--- src/rtl/line_follow_ctrl_pkg.sv ---
`default_nettype none
// ============================================================================
// Module      : line_follower_pkg
// Description : Shared servo command codes, steering FSM state encoding,
//               sensor bit positions and the sensor-to-state mapping.
// Revision    : 1.0 - initial release
// ============================================================================
package line_follower_pkg;

    // Servo command codes seen by the servo drive
    localparam logic [1:0] CMD_STOP  = 2'b00;
    localparam logic [1:0] CMD_LEFT  = 2'b01;
    localparam logic [1:0] CMD_RIGHT = 2'b10;
    localparam logic [1:0] CMD_FWD   = 2'b11;

    // Sensor bit positions within the 2-bit sensor vector
    localparam int SENS_L = 1;
    localparam int SENS_R = 0;

    // Steering FSM state encoding (also exported on the LED debug port)
    typedef enum logic [2:0] {
        ST_STOP    = 3'd0,
        ST_FORWARD = 3'd1,
        ST_LEFT    = 3'd2,
        ST_RIGHT   = 3'd3,
        ST_SEARCH  = 3'd4
    } state_t;

    // Line-following target state for a debounced sensor pair; 00 has no
    // direct target and maps to STOP (callers handle the search path)
    function automatic state_t follow_state(input logic [1:0] d);
        if (d[SENS_L] && d[SENS_R]) begin
            return ST_FORWARD;
        end else if (d[SENS_L]) begin
            return ST_LEFT;
        end else if (d[SENS_R]) begin
            return ST_RIGHT;
        end else begin
            return ST_STOP;
        end
    endfunction

    // Fixed command for the line-following states
    function automatic logic [1:0] state_cmd(input state_t s);
        case (s)
            ST_FORWARD: return CMD_FWD;
            ST_LEFT:    return CMD_LEFT;
            ST_RIGHT:   return CMD_RIGHT;
            default:    return CMD_STOP;
        endcase
    endfunction

endpackage
`default_nettype wire

--- src/rtl/line_follow_ctrl_debounce.sv ---
`default_nettype none
// ============================================================================
// Module      : sensor_debounce
// Description : Two-flop synchroniser plus tick-driven debounce for the
//               2-bit line sensor vector.
// Revision    : 1.0 - initial release
// ============================================================================
module sensor_debounce
    import line_follower_pkg::*;
#(
    parameter int DEBOUNCE_LEN = 4
) (
    input  logic       clk,
    input  logic       rst,
    input  logic       tick,
    input  logic [1:0] raw,
    output logic [1:0] stable
);

    localparam int             c_cnt_w    = $clog2(DEBOUNCE_LEN + 1);
    localparam logic [c_cnt_w-1:0] c_cnt_last = c_cnt_w'(DEBOUNCE_LEN - 1);

    logic [1:0]         r_sync1;
    logic [1:0]         r_sync2;
    logic [1:0]         r_stable;
    logic [c_cnt_w-1:0] r_cnt [2];

    // Bring the asynchronous sensor pins into the clk domain
    always_ff @(posedge clk) begin
        if (!rst) begin
            r_sync1 <= 2'b00;
            r_sync2 <= 2'b00;
        end else begin
            r_sync1 <= raw;
            r_sync2 <= r_sync1;
        end
    end

    // Per-bit run-length filter: a bit flips only after DEBOUNCE_LEN
    // consecutive disagreeing samples; any agreeing sample restarts the run
    always_ff @(posedge clk) begin
        if (!rst) begin
            r_stable <= 2'b00;
            for (int b = 0; b < 2; b++) begin
                r_cnt[b] <= '0;
            end
        end else if (tick) begin
            for (int b = 0; b < 2; b++) begin
                if (r_sync2[b] == r_stable[b]) begin
                    r_cnt[b] <= '0;
                end else if (r_cnt[b] == c_cnt_last) begin
                    r_stable[b] <= r_sync2[b];
                    r_cnt[b]    <= '0;
                end else begin
                    r_cnt[b] <= r_cnt[b] + c_cnt_w'(1);
                end
            end
        end
    end

    assign stable = r_stable;

endmodule
`default_nettype wire

--- src/rtl/line_follow_ctrl.sv ---
`default_nettype none
// ============================================================================
// Module      : line_follow_ctrl
// Description : Line-follower steering sequencer: sample-rate divider,
//               sensor conditioning and steering FSM with timed line search.
// Revision    : 1.0 - initial release
// ============================================================================
module line_follow_ctrl
    import line_follower_pkg::*;
#(
    parameter int CLK_DIV        = 100000,
    parameter int DEBOUNCE_LEN   = 4,
    parameter int SEARCH_TIMEOUT = 500
) (
    input  logic       clk,
    input  logic       rst,
    input  logic       en,
    input  logic [1:0] sensor,
    output logic [1:0] servo_instruction,
    output logic       lost,
    output logic [2:0] state_dbg
);

    localparam int                  c_div_w       = $clog2(CLK_DIV);
    localparam logic [c_div_w-1:0]  c_div_last    = c_div_w'(CLK_DIV - 1);
    localparam int                  c_srch_w      = $clog2(SEARCH_TIMEOUT + 1);
    localparam logic [c_srch_w-1:0] c_search_last = c_srch_w'(SEARCH_TIMEOUT - 1);

    logic [c_div_w-1:0]  r_div;
    logic                w_tick;
    logic [1:0]          w_stable;
    state_t              w_follow;
    state_t              r_state;
    logic [1:0]          r_servo;
    logic [1:0]          r_last_dir;
    logic                r_lost;
    logic [c_srch_w-1:0] r_search_cnt;

    assign w_tick = (r_div == c_div_last);

    // Free-running sample divider producing a one-cycle tick
    always_ff @(posedge clk) begin
        if (!rst) begin
            r_div <= '0;
        end else if (w_tick) begin
            r_div <= '0;
        end else begin
            r_div <= r_div + c_div_w'(1);
        end
    end

    sensor_debounce #(
        .DEBOUNCE_LEN (DEBOUNCE_LEN)
    ) u_debounce (
        .clk    (clk),
        .rst    (rst),
        .tick   (tick_unused_guard(w_tick)),
        .raw    (sensor),
        .stable (w_stable)
    );

    assign w_follow = follow_state(w_stable);

    // Steering FSM; state and all outputs are registered on the same edge.
    // Any non-zero sensor pair wins over the search timeout.
    always_ff @(posedge clk) begin
        if (!rst) begin
            r_state      <= ST_STOP;
            r_servo      <= CMD_STOP;
            r_lost       <= 1'b0;
            r_search_cnt <= '0;
            r_last_dir   <= CMD_LEFT;
        end else if (!en) begin
            r_state      <= ST_STOP;
            r_servo      <= CMD_STOP;
            r_lost       <= 1'b0;
            r_search_cnt <= '0;
        end else if (w_stable != 2'b00) begin
            r_state      <= w_follow;
            r_servo      <= state_cmd(w_follow);
            r_lost       <= 1'b0;
            r_search_cnt <= '0;
            // Only a true turn updates the search direction; FORWARD keeps
            // the direction of the most recent turn
            if (w_follow == ST_LEFT) begin
                r_last_dir <= CMD_LEFT;
            end else if (w_follow == ST_RIGHT) begin
                r_last_dir <= CMD_RIGHT;
            end
        end else begin
            case (r_state)
                ST_FORWARD, ST_LEFT, ST_RIGHT: begin
                    r_state      <= ST_SEARCH;
                    r_servo      <= r_last_dir;
                    r_search_cnt <= '0;
                end
                ST_SEARCH: begin
                    if (w_tick) begin
                        if (r_search_cnt == c_search_last) begin
                            r_state      <= ST_STOP;
                            r_servo      <= CMD_STOP;
                            r_lost       <= 1'b1;
                            r_search_cnt <= '0;
                        end else begin
                            r_search_cnt <= r_search_cnt + c_srch_w'(1);
                        end
                    end
                end
                ST_STOP: begin
                end
                default: begin
                    r_state <= ST_STOP;
                    r_servo <= CMD_STOP;
                end
            endcase
        end
    end

    // Pass-through kept as a function so the tick fan-out stays a plain wire
    function automatic logic tick_unused_guard(input logic t);
        return t;
    endfunction

    assign servo_instruction = r_servo;
    assign lost              = r_lost;
    assign state_dbg         = r_state;

endmodule
`default_nettype wire

--- config.mk ---
export PLATFORM = sky130hd
export DESIGN_NAME = line_follow_ctrl
export DESIGN_NICKNAME = d
export VERILOG_FILES = /design/src/rtl/line_follow_ctrl_pkg.sv /design/src/rtl/line_follow_ctrl_debounce.sv /design/src/rtl/line_follow_ctrl.sv
export SDC_FILE = /design/constraint.sdc
export NUM_CORES = 1
export LEC_CHECK = 0
export CAP_MARGIN = 20
export CORE_AREA = 2 2 62 64
export DETAILED_ROUTE_END_ITERATION = 12
export DIE_AREA = 0 0 64 66
export GPL_ROUTABILITY_DRIVEN = 0
export PLACE_DENSITY = 0.83
export SLEW_MARGIN = 20
export SYNTH_ARGS = -nofsm -noshare
export SYNTH_HDL_FRONTEND = slang
export SYNTH_HIERARCHICAL = 1
export SYNTH_SLANG_ARGS = --single-unit
--- constraint.sdc ---
create_clock -name clk -period 3.4 [get_ports clk]
set_clock_uncertainty 0.15 [all_clocks]
set_input_delay 0.34 -clock clk [delete_from_list [all_inputs] [get_ports clk]]
set_output_delay 0.34 -clock clk [all_outputs]
set_load 0.01 [all_outputs]
# Word level (Yosys, flattened, before mapping)
# Memory sizes are Yosys's and may differ from the RTL's.
# Index checks and enable logic that the tools add are counted.
# word_totals
elab_cells	109
mem_count	1
register_bits	40
output_inout_bits	6
ramBits	6
# memory_table
name	depth	word_bits	read_ports	rd_ports_with_merged_regs	wr	line	text
u_debounce.r_cnt	2	3	2	0	2	line_follow_ctrl_debounce.sv:26	logic [c_cnt_w-1:0] r_cnt [2];
# op_classes
eq_ne	17
reduce_logical	15
bitwise_logic	10
n_mux	52
n_addsub	4
# op_table
operator	count
1-bit 2-to-1 mux	29
3-bit 2-to-1 mux	9
9-bit 2-to-1 mux	2
9-bit case mux with 2 select lines	1
17-bit by 1-bit adder with 17-bit output, second input constant	1
17-bit == test, second input constant	1
2-bit 2-to-1 mux	8
3-bit AND reduction	5
3-bit by 2-bit == test with 1-bit output, second input constant	4
2-bit case mux with 3 select lines	2
9-bit by 1-bit adder with 9-bit output, second input constant	1
9-bit == test, second input constant	1
3-bit case mux with 3 select lines	1
3-bit by 1-bit adder with 3-bit output, second input constant	2
1-bit bitwise OR	6
2-bit nonzero test	3
3-bit OR reduction	2
2-bit == test, second input constant	2
1-bit inverter	4
2-bit AND reduction	2
3-bit by 1-bit == test with 1-bit output, second input constant	1
3-bit == test, second input constant	1
3-bit zero test	1
3-bit by 2-bit != test with 1-bit output, second input constant	1
7 further kinds	8

# Depth between registers and ports, before layout
# An unclocked memory read counts as a cell.
# depth
depth_word	9
depth_mapped	8

# Modules after synthesis
# Netlist, hierarchy kept.
# by_module_without_submodules
mod	n_inst	cells_each	area_per_inst_um2
line_follow_ctrl	1	193	1654.1
sensor_debounce	1	42	521.8

# Worst setup path after synthesis
# OpenSTA, ideal clock, no wires.
# synth_timing
kind	reg-to-reg
from	register r_div[0]
to	register r_search_cnt[5]
setup_time_ns	0.070
stages_incl_launch_ff	8
period_less_slack_ns	2.081
slack_ns	1.319
arrival_ns	1.861
t_required_ns	3.180
cell_sequence	dfxtp_1 -> ha_1 -> and3_1 -> clkbuf_1 -> nand3_4 -> nor4_4 -> or3b_1 -> a21oi_1
# synth_between
elab_chain_len	3
# synth_rtl
element	line	text
start, declared	line_follow_ctrl.sv:29	logic [c_div_w-1:0] r_div;
start signal, assigned	line_follow_ctrl.sv:48	r_div <= r_div + c_div_w'(1);
17-bit == test	line_follow_ctrl.sv:39	assign w_tick = (r_div == c_div_last);
2-bit by 1-bit != test with 1-bit output (no source line)	n/a	
2-bit AND reduction (no source line)	n/a	
end signal, assigned	line_follow_ctrl.sv:105	r_search_cnt <= r_search_cnt + c_srch_w'(1);
end, declared	line_follow_ctrl.sv:37	logic [c_srch_w-1:0] r_search_cnt;
# Every way passes these cells.
# A chain may end at the register's enable or synchronous reset.

# Worst setup path after layout
# Same ends and word-level chain as after synthesis.

==> results.sh <==
export IMPL_num_vias=1675
export IMPL_p_leak_uw=0.0008204
export IMPL_critPathRequiredTime_ns=3.54
export IMPL_yosysTopAreaCell="dfxtp_1"
export IMPL_track_usage_pct=21.11
export IMPL_synth_top_family_by_area="simple AND/OR/NAND/NOR gates"
export IMPL_drive_gt1_share_pct=6.855
export IMPL_arrival_ns=2.42
export IMPL_cts_tree="yes"
export IMPL_die_area_mm2=0.004224
export IMPL_cts_buffer_depth=2
export IMPL_multiInputGateArea_mm2=0.001147
export IMPL_period_needed_ns=2.276
export IMPL_synth_compound_area_share_pct=7.821
export IMPL_irDropWorstVdd_v=0.0002681
export IMPL_worstMarginPinSlew_ns=0.6716
export IMPL_grt_setup_unrepaired="no"
export IMPL_avgSynthCellArea_um2=9.259
export IMPL_synth_edf_count=6
export IMPL_worst_slack_ns=1.124
export IMPL_drv_cap=0
export IMPL_ctsResizeCount=0
export IMPL_core_area_mm2=0.003551
export IMPL_rows=22
export IMPL_synth_xor_area_share_pct=7.246
export IMPL_die_x_um=64
export IMPL_viasPerCell=5.659
export IMPL_crit_type="reg -> reg"
export IMPL_power_density_mw_per_mm2=383.6
export IMPL_ys_seq_elements=46
export IMPL_ys_seq_area_share_pct=45.08
export IMPL_clk_pin_slew_ns=0.13
export IMPL_wl_per_cell_um=12.81
export IMPL_grt_pass1_vias=1597
export IMPL_antenna_found_initial=0
export IMPL_mostFrequentLayoutCell="dfxtp_1"
export IMPL_cp_max_fo=8
export IMPL_layout_common_cells="40 x dfxtp_1, 28 x nor2_1, 27 x nand2_1, 12 x a21oi_1, 11 x xor2_1"
export IMPL_drv_slew=0
export IMPL_finalSetupTns_ns=0
export IMPL_setup_viol=0
export IMPL_cts_root_buf="clkbuf_4"
export IMPL_syn_inst=235
export IMPL_slew_headroom_pct=55.02
export IMPL_holdBufCountCts=0
export IMPL_drtIter0Drc=148
export IMPL_status="finished, final reports clean"
export IMPL_hpwlAfterDp_mm=2.821
export IMPL_antenna_left=0
export IMPL_drc=0
export IMPL_n_antenna_cell=0
export IMPL_period_share_pct=66.94
export IMPL_post_place_ws_ns=1.181
export IMPL_fmax_mhz=439.4
export IMPL_initial_core_util_pct=61.28
export IMPL_clk_latency_ns=0.36
export IMPL_cp_end_kind="flop"
export IMPL_io_buffers=10
export IMPL_drt_total_wl_mm=3.792
export IMPL_syn2layout_area_growth_pct=9.833
export IMPL_synthMuxAreaShare_pct=1.380
export IMPL_yosys_top_cells_area="dfxtp_1 37%, edfxtp_1 8.3%, ha_1 5.8%, nor2_1 4.8%, nand2_1 4.7%"
export IMPL_ff2ff_setup_slack_ns=1.12
export IMPL_synth_simple_area_share_pct=30.53
export IMPL_ys_types=42
export IMPL_dr_pass1_iters=6
export IMPL_grt_max_degree=19
export IMPL_dieHeight_um=66
export IMPL_yosys_warnings=6
export IMPL_syn_nets=250
export IMPL_grt_pass1_wl_mm=6.934
export IMPL_clock_sinks=46
export IMPL_num_fill_cells=281
export IMPL_post_cts_buffers=0
export IMPL_nets=262
export IMPL_seqCellArea_um2=980.9
export IMPL_start_kind="flop"
export IMPL_min_path_type="reg -> reg"
export IMPL_yosysTopAreaCellShare_pct=36.80
export IMPL_overflow=0
export IMPL_synth_flop_cell="dfxtp_1"
export IMPL_yosys_area_share_adder_pct=5.750
export IMPL_h_tree_depth=2
export IMPL_numCtsBuffers=5
export IMPL_ys_async_sr_fraction_pct=0
export IMPL_hold_viol_final=0
export IMPL_synth_area_mm2=0.002176
export IMPL_io_pins=11
-- synthesized netlist by cell type, types with 3 or more instances --
| cell | count |
|---|---|
| o21ai_0 | 6 |
| nand2_1 | 27 |
| nor2_1 | 28 |
| dfxtp_1 | 40 |
| and2_1 | 4 |
| a31oi_1 | 5 |
| inv_1 | 7 |
| and3_1 | 8 |
| nand4_1 | 6 |
| a21oi_1 | 12 |
| edfxtp_1 | 6 |
| nand3_1 | 10 |
| ha_1 | 10 |
| xor2_1 | 11 |
| nor3_1 | 8 |
| xnor2_1 | 7 |
| clkbuf_1 | 3 |
| mux2i_1 | 3 |
| nor4_1 | 4 |
-- area by class of cell --
type                       count  share of cell area [%]
clock buffer                   7                   1.885
timing repair buffer          10                   4.188
inverter                       7                   1.099
tap                           48                   2.513
clock inverter                 1                   1.257
sequential                    46                   41.05
multi-input combinational    177                   48.01
-- path summary, 6_finish.rpt --
kind / startpoint / endpoint / cells after the start
worst max-delay path: r_div[0]$_SDFF_PP0_ / r_search_cnt[5]$_SDFFE_PP0P_ / 6
worst min-delay path: u_debounce/r_sync1[0]$_SDFF_PN0_ / u_debounce/r_sync2[0]$_SDFF_PN0_ / 1
worst max register to register: r_div[0]$_SDFF_PP0_ / r_search_cnt[5]$_SDFFE_PP0P_ / 6
worst min register to register: u_debounce/r_sync1[0]$_SDFF_PN0_ / u_debounce/r_sync2[0]$_SDFF_PN0_ / 1
-- cell families (layout without fill, tap and decap cells) --
| kind of cell | count (synthesis) | count (layout) |
|---|---|---|
| multiplexers | 3 | 3 |
| adder cells (fa/ha/maj) | 10 | 10 |
| flip-flops | 46 | 46 |
| buffers and inverters | 12 | 25 |
| AND/OR/NAND/NOR | 117 | 117 |
| AO/OA/AOI/OAI | 29 | 29 |
| XOR/XNOR | 18 | 18 |
-- layer usage --
layer	routed length [um]	up-vias	global-route usage, %	part of all wire [%]
li1	-	866	-	-
met2	1782	30	35.03	47
met3	140	7	4.600	3.7
met1	1792	772	26.41	47
met4	78	0	9.239	2.1
met5	0	-	0	0
-- sequential cells by signal (all words and copies together), names as in the netlist --
name	count
r_search_cnt	9
r_div	17
u_debounce/r_sync1	2
servo_instruction	2
u_debounce/r_sync2	2
u_debounce/stable	2
u_debounce/r_cnt	6
r_last_dir	2
state_dbg	3
lost	1
-- power by group --
group	internal (uW)	switching, uW	leakage, uW	total [uW]
Sequential	559	4.92	0.000381	563
Clock	156	168	0.0000395	324
Combinational	12.9	16.8	0.000400	29.7
Total	727	189	0.000820	917
-- metrics by stage --
step	hold WS, ns	util (%)	instances	power (uW)	instance area [um2]
2_1_floorplan	0.2619	-	235	593.6	2176
3_3_place_gp	0.2653	65.19	288	603.6	2315
3_5_place_dp	0.2799	65.19	288	605.7	2315
4_1_cts	0.3101	67.30	296	925.6	2390
5_1_grt	0.3378	67.30	296	950.3	2390
6_report	0.3061	67.30	296	916.8	2390
-- worst max-delay path, stage by stage, from the launching register on --
cell	delay [ns]
dfxtp_1	0.36
ha_1	0.22
and3_1	0.29
and3_1	0.24
a31oi_1	0.57
o21ai_0	0.22
a21oi_1	0.15
Note: power is estimated with default switching activity, not from simulation.
